**config.mk**
```make
export PLATFORM = sky130hd
export DESIGN_NAME = pattern_source
export DESIGN_NICKNAME = d
export VERILOG_FILES = /design/src/rtl/pattern_source.sv
export SDC_FILE = /design/constraint.sdc
export NUM_CORES = 1
export LEC_CHECK = 0
export BUFFER_PORTS_ARGS = -buffer_cell sky130_fd_sc_hd__clkbuf_2
export CAP_MARGIN = 25
export CORE_MARGIN = 2
export CORE_UTILIZATION = 50
export DETAILED_ROUTE_END_ITERATION = 7
export HOLD_SLACK_MARGIN = 0.03
export PLACE_DENSITY = 0.83
export SYNTH_ARGS = -nofsm -noshare
export SYNTH_HDL_FRONTEND = slang
export SYNTH_SLANG_ARGS = --single-unit
export TNS_END_PERCENT = 5
```
**constraint.sdc**
```tcl
create_clock -name clk -period 4.5 [get_ports clk]
set_input_delay 0.45 -clock clk [delete_from_list [all_inputs] [get_ports clk]]
set_output_delay 0.45 -clock clk [all_outputs]
set_load 0.1 [all_outputs]
```
**src/rtl/pattern_source.sv**
```systemverilog
// pattern_source: drives fixed 5x5 test images into a free-running classifier,
// waits for the first full classification window, captures the result and
// reports it against the expected class, with saturating pass/fail counters
// and a watchdog for a missing classifier ready pulse.
//
// Build option: define PATTERN_SOURCE_NOISE_EN to flip one pseudo-random
// pixel per accepted request, selected by a 5-bit LFSR (x^5 + x^3 + 1).
module pattern_source #(
    parameter int unsigned WIDTH = 25,
    parameter int unsigned CNT_W = 8
) (
    input  logic             clk,
    input  logic             rst_n,
    input  logic             req_valid,
    input  logic [1:0]       req_class,
    output logic             req_ready,
    output logic [WIDTH-1:0] img,
    output logic             img_en,
    input  logic [1:0]       cls_in,
    input  logic             cls_ready,
    output logic             rsp_valid,
    output logic             rsp_match,
    output logic [1:0]       rsp_class,
    output logic             rsp_timeout,
    output logic [CNT_W-1:0] pass_cnt,
    output logic [CNT_W-1:0] fail_cnt
);

    // Watchdog must be able to hold WIDTH+2.
    localparam int unsigned WdW = $clog2(WIDTH + 3);
    // Last count value that still tolerates a missing cls_ready; one more
    // silent cycle means the classifier has stalled.
    localparam logic [WdW-1:0] WdLast = WdW'(WIDTH + 1);
    localparam logic [WdW-1:0] WdOne  = WdW'(1);
    localparam logic [CNT_W-1:0] CntOne = CNT_W'(1);

    localparam logic [WIDTH-1:0] ImgCross  = WIDTH'(25'h1151151);
    localparam logic [WIDTH-1:0] ImgCircle = WIDTH'(25'h0E8C62E);

    typedef enum logic [1:0] {
        StIdle,
        StSync,
        StHold,
        StReport
    } state_e;

    state_e           state_q, state_d;
    logic [WIDTH-1:0] img_q, img_d;
    logic             img_en_q, img_en_d;
    logic [1:0]       exp_q, exp_d;
    logic [1:0]       cls_q, cls_d;
    logic             tmo_q, tmo_d;
    logic [WdW-1:0]   wdog_q, wdog_d;
    logic [CNT_W-1:0] pass_q, pass_d;
    logic [CNT_W-1:0] fail_q, fail_d;

    logic [WIDTH-1:0] pat_img;
    logic [1:0]       pat_exp;
    logic [WIDTH-1:0] load_img;
    logic             in_report;
    logic             match;

`ifdef PATTERN_SOURCE_NOISE_EN
    logic [4:0]       lfsr_q, lfsr_d;
    logic [WIDTH-1:0] noise_mask;

    // One-hot flip mask from the pre-advance LFSR value; out-of-range values flip nothing.
    always_comb begin
        noise_mask = '0;
        if (32'(lfsr_q) < WIDTH) begin
            noise_mask = WIDTH'(1) << lfsr_q;
        end
    end

    assign load_img = pat_img ^ noise_mask;

    // LFSR advances only when a request is accepted.
    always_comb begin
        lfsr_d = lfsr_q;
        if (state_q == StIdle && req_valid) begin
            lfsr_d = {lfsr_q[3:0], lfsr_q[4] ^ lfsr_q[2]};
        end
    end

    // LFSR state register.
    always_ff @(posedge clk or negedge rst_n) begin
        if (!rst_n) begin
            lfsr_q <= 5'b00001;
        end else begin
            lfsr_q <= lfsr_d;
        end
    end
`else
    assign load_img = pat_img;
`endif

    // Request code to test image and the class the classifier should report.
    always_comb begin
        pat_img = '0;
        pat_exp = 2'b00;
        unique case (req_class)
            2'b10: begin
                pat_img = ImgCross;
                pat_exp = 2'b10;
            end
            2'b01: begin
                pat_img = ImgCircle;
                pat_exp = 2'b01;
            end
            2'b11: begin
                // A blank-white image is not a shape; the classifier should say 00.
                pat_img = '1;
                pat_exp = 2'b00;
            end
            default: begin
                pat_img = '0;
                pat_exp = 2'b00;
            end
        endcase
    end

    assign in_report = (state_q == StReport);
    assign match     = !tmo_q && (cls_q == exp_q);

    // Next-state and handshake/strobe outputs.
    always_comb begin
        state_d   = state_q;
        img_d     = img_q;
        img_en_d  = img_en_q;
        exp_d     = exp_q;
        cls_d     = cls_q;
        tmo_d     = tmo_q;
        wdog_d    = wdog_q;
        pass_d    = pass_q;
        fail_d    = fail_q;
        req_ready = 1'b0;
        rsp_valid = 1'b0;

        unique case (state_q)
            StIdle: begin
                req_ready = 1'b1;
                // A cls_ready in this same cycle is deliberately not counted.
                if (req_valid) begin
                    img_d    = load_img;
                    exp_d    = pat_exp;
                    img_en_d = 1'b1;
                    wdog_d   = '0;
                    state_d  = StSync;
                end
            end

            StSync: begin
                // First pulse closes a window that started before the image
                // was stable, so its result is discarded.
                if (cls_ready) begin
                    wdog_d  = '0;
                    state_d = StHold;
                end else if (wdog_q == WdLast) begin
                    wdog_d  = wdog_q + WdOne;
                    cls_d   = 2'b00;
                    tmo_d   = 1'b1;
                    state_d = StReport;
                end else begin
                    wdog_d = wdog_q + WdOne;
                end
            end

            StHold: begin
                // This pulse ends a window seen entirely with our image.
                if (cls_ready) begin
                    wdog_d  = '0;
                    cls_d   = cls_in;
                    tmo_d   = 1'b0;
                    state_d = StReport;
                end else if (wdog_q == WdLast) begin
                    wdog_d  = wdog_q + WdOne;
                    cls_d   = 2'b00;
                    tmo_d   = 1'b1;
                    state_d = StReport;
                end else begin
                    wdog_d = wdog_q + WdOne;
                end
            end

            StReport: begin
                rsp_valid = 1'b1;
                if (match) begin
                    if (pass_q != '1) begin
                        pass_d = pass_q + CntOne;
                    end
                end else begin
                    if (fail_q != '1) begin
                        fail_d = fail_q + CntOne;
                    end
                end
                img_en_d = 1'b0;
                wdog_d   = '0;
                state_d  = StIdle;
            end

            default: begin
                state_d = StIdle;
            end
        endcase
    end

    // FSM state register.
    always_ff @(posedge clk or negedge rst_n) begin
        if (!rst_n) begin
            state_q <= StIdle;
        end else begin
            state_q <= state_d;
        end
    end

    // Datapath registers: image, expected/captured class, watchdog, counters.
    always_ff @(posedge clk or negedge rst_n) begin
        if (!rst_n) begin
            img_q    <= '0;
            img_en_q <= 1'b0;
            exp_q    <= 2'b00;
            cls_q    <= 2'b00;
            tmo_q    <= 1'b0;
            wdog_q   <= '0;
            pass_q   <= '0;
            fail_q   <= '0;
        end else begin
            img_q    <= img_d;
            img_en_q <= img_en_d;
            exp_q    <= exp_d;
            cls_q    <= cls_d;
            tmo_q    <= tmo_d;
            wdog_q   <= wdog_d;
            pass_q   <= pass_d;
            fail_q   <= fail_d;
        end
    end

    assign img         = img_q;
    assign img_en      = img_en_q;
    assign rsp_class   = cls_q;
    // Verdict flags are only asserted alongside the result strobe.
    assign rsp_match   = in_report && match;
    assign rsp_timeout = in_report && tmo_q;
    assign pass_cnt    = pass_q;
    assign fail_cnt    = fail_q;

endmodule
```
==> results.yml <==
flow_run:
  drv_cap: 0
worst_setup_path:
  r2r_slack_ns: 2.58
  r2r_end: "pass_cnt[1]"
  r2r_cells: 4
  worst_ep_arrival_time_ns: 2.11
  path_class: "flip-flop to primary output"
  end_kind: "primary output"
  crit_path_start_kind: "flip-flop"
  cp.required_ns: 4.05
  r2r-start: "state_q[0]"
  cp_max_fo: 8
logic_synthesis:
  avgSynthCellArea_um2: 10.0
  syn_area_mm2: 0.00183
  yosysWarnings: 0
  netlist_instances: 182
  synth.area.top_cells: "dfrtp_1 44%, buf_4 9.0%, ha_1 5.5%"
  ys_ff_latch: 32
  synth.distinct_cells: 31
  ys_seq_area_share_pct: 43.8
  synth_top_area_cell: "dfrtp_1"
  synth_top_area_share_pct: 43.8
  synth_fp_nets: 198
detailed_routing:
  wl_um: 3490
  via_per_inst: 5.33
  num_vias: 1434
  post_drt_wl_per_cell_um: 13.0
  drt_iter0_markers: 97
  postRouteAntennaNets: 0
  drt_pass1_iterations: 4
  drc: 0
finish:
  fillerInstances: 296
  antenna_cells: 0
  final_cell_mix: "55 x clkbuf_2, 32 x dfrtp_1, 15 x nand2_1, 15 x o21ai_0"
  drive_above_1_share_pct: 32.7
  syn2layout_area_growth_pct: 12.4
  nNetsFinal: 238
  layout_commonest_cell: "clkbuf_2"
timing:
  tightestPinTransition_ns: 0.788
  fin_crit_sh_pct: 56.8
  fmax_mhz: 391
  period_minus_slack_ns: 2.56
  setup_viol: 0
  final_hold_viol_count: 0
  rsz0062_at_grt: "false"
  maxSlewViolCount: 0
  finalSetupTns_ns: 0
  slew-limit-headroom_pct: 47.5
  fin_worst_skew_ns: 0.00735
grt:
  grt_pass1_vias: 1339
  grt_usage_pct: 18.4
  antenna_found_initial: 0
  grt_overflow: 0
  grt_pass1_wl_um: 5890
  grt_max_degree: 33
die:
  core_mm2: 0.00342
  start_util_pct: 53.5
  rows: 21
  fp.dieW_um: 64.5
  die_h_um: 64.5
  ioPinCount: 56
  die_area_mm2: 0.00416
clock_tree:
  cts_max_path_buffers: 2
  cts_tree: "built"
  path_clk_slew_ns: 0.09
  post_cts_resized: 0
  clock_sinks: 32
  clock-root-buffer: "clkbuf_4"
  hold_buffers: 0
  cts_inserted_buffers: 5
  clkLatencyLatePin_ns: 0.33
  postCtsSetupRepairBufs: 0
  cts-htree-levels: 2
min_path:
  hold_path_class: "primary input to async pin"
placement:
  port_buffers: 55
  gp_congestion: 0.842
  dpl.hpwl_um: 2530
status:
  status: "complete, no violations"
-- routing by layer --
layer / global-route usage [%] / share of wire [%] / up-vias / routed length [um]
li1: - / - / 694 / -
met1: 22.7 / 42 / 686 / 1470
met2: 29.6 / 50 / 49 / 1740
met3: 6.25 / 7.0 / 5 / 245
met4: 7.45 / 0.97 / 0 / 34
met5: 0 / 0 / - / 0
-- area by class of cell --
class	instances	area, um^2	area share (%)
Clock buffer	8	58.8	2.86
Inverter	9	33.8	1.64
Multi-Input combinational cell	119	828	40.3
Sequential cell	32	801	39.0
Tap cell	46	57.6	2.80
Timing Repair Buffer	55	275	13.4
-- how the worst max path moves through the flow --
| stage | startpoint | to | slack (ns) | cells after the start |
|---|---|---|---|---|
| 2_1_floorplan | state_q[0] | pass_cnt[1] | 1.04 | 4 |
| 3_3_place_gp | state_q[0] | rsp_match | 2.36 | 3 |
| 3_5_place_dp | state_q[0] | rsp_match | 2.32 | 3 |
| 4_1_cts | state_q[0] | rsp_match | 1.94 | 3 |
| 5_1_grt | state_q[0] | rsp_match | 1.82 | 3 |
| 6_report | state_q[0] | rsp_match | 1.94 | 3 |
-- cell usage after synthesis (all sizes together) --
cell type / n
dfrtp: 32
buf: 22
nand2: 15
o21ai: 15
inv: 9
mux2: 9
nor2: 9
ha: 8
nand3: 7
nand2b: 6
nand4: 6
nor3: 6
xor2: 6
a21oi: 5
a22o: 4
nor2b: 4
mux2i: 3
a31oi: 2
and2: 2
and4: 2
o22ai: 2
o31ai: 2
a21boi: 1
nand4b: 1
nor4: 1
nor4b: 1
or2: 1
xnor2: 1
-- logic make-up (layout without fill, tap and decap cells) --
logic type               after synthesis  in the layout  share of synthesized area [%]
AO/OA/AOI/OAI                         31             31                           10.7
XOR/XNOR                               7              7                           3.35
adder cells (fa/ha/maj)                8              8                           5.48
buffers and inverters                 31             72                           10.9
flip-flops                            32             32                           43.8
multiplexers                          12             12                           7.19
AND/OR/NAND/NOR                       61             61                           18.5
-- through the flow --
| step | cell area (um^2) | setup slack [ns] | cells | utilization [%] | hold WS, ns |
|---|---|---|---|---|---|
| after floorplan | 1830 | 1.04 | 182 | - | 0.154 |
| after global placement | 2000 | 2.36 | 261 | 58.4 | 0.486 |
| after detailed placement | 2000 | 2.32 | 261 | 58.4 | 0.494 |
| after CTS | 2050 | 1.94 | 269 | 60.1 | 0.200 |
| after global routing | 2050 | 1.82 | 269 | 60.1 | 0.237 |
| final | 2050 | 1.94 | 269 | 60.1 | 0.180 |
-- registers in the layout, indices dropped and copies added (netlist names) --
register,cells
state_q,2
pass_cnt,8
img_en,1
wdog_q,5
tmo_q,1
exp_q,2
rsp_class,2
img,3
fail_cnt,8
-- worst max-delay path, cell delays in order (launching register included) --
cell and delay (ns):
dfrtp_1 0.43, ha_1 0.35, nor4b_4 0.46, clkbuf_2 0.54
Power is left out: the tool's default activity adds up to more than one toggle a clock period on the data nets, which glitch-free logic cannot reach.
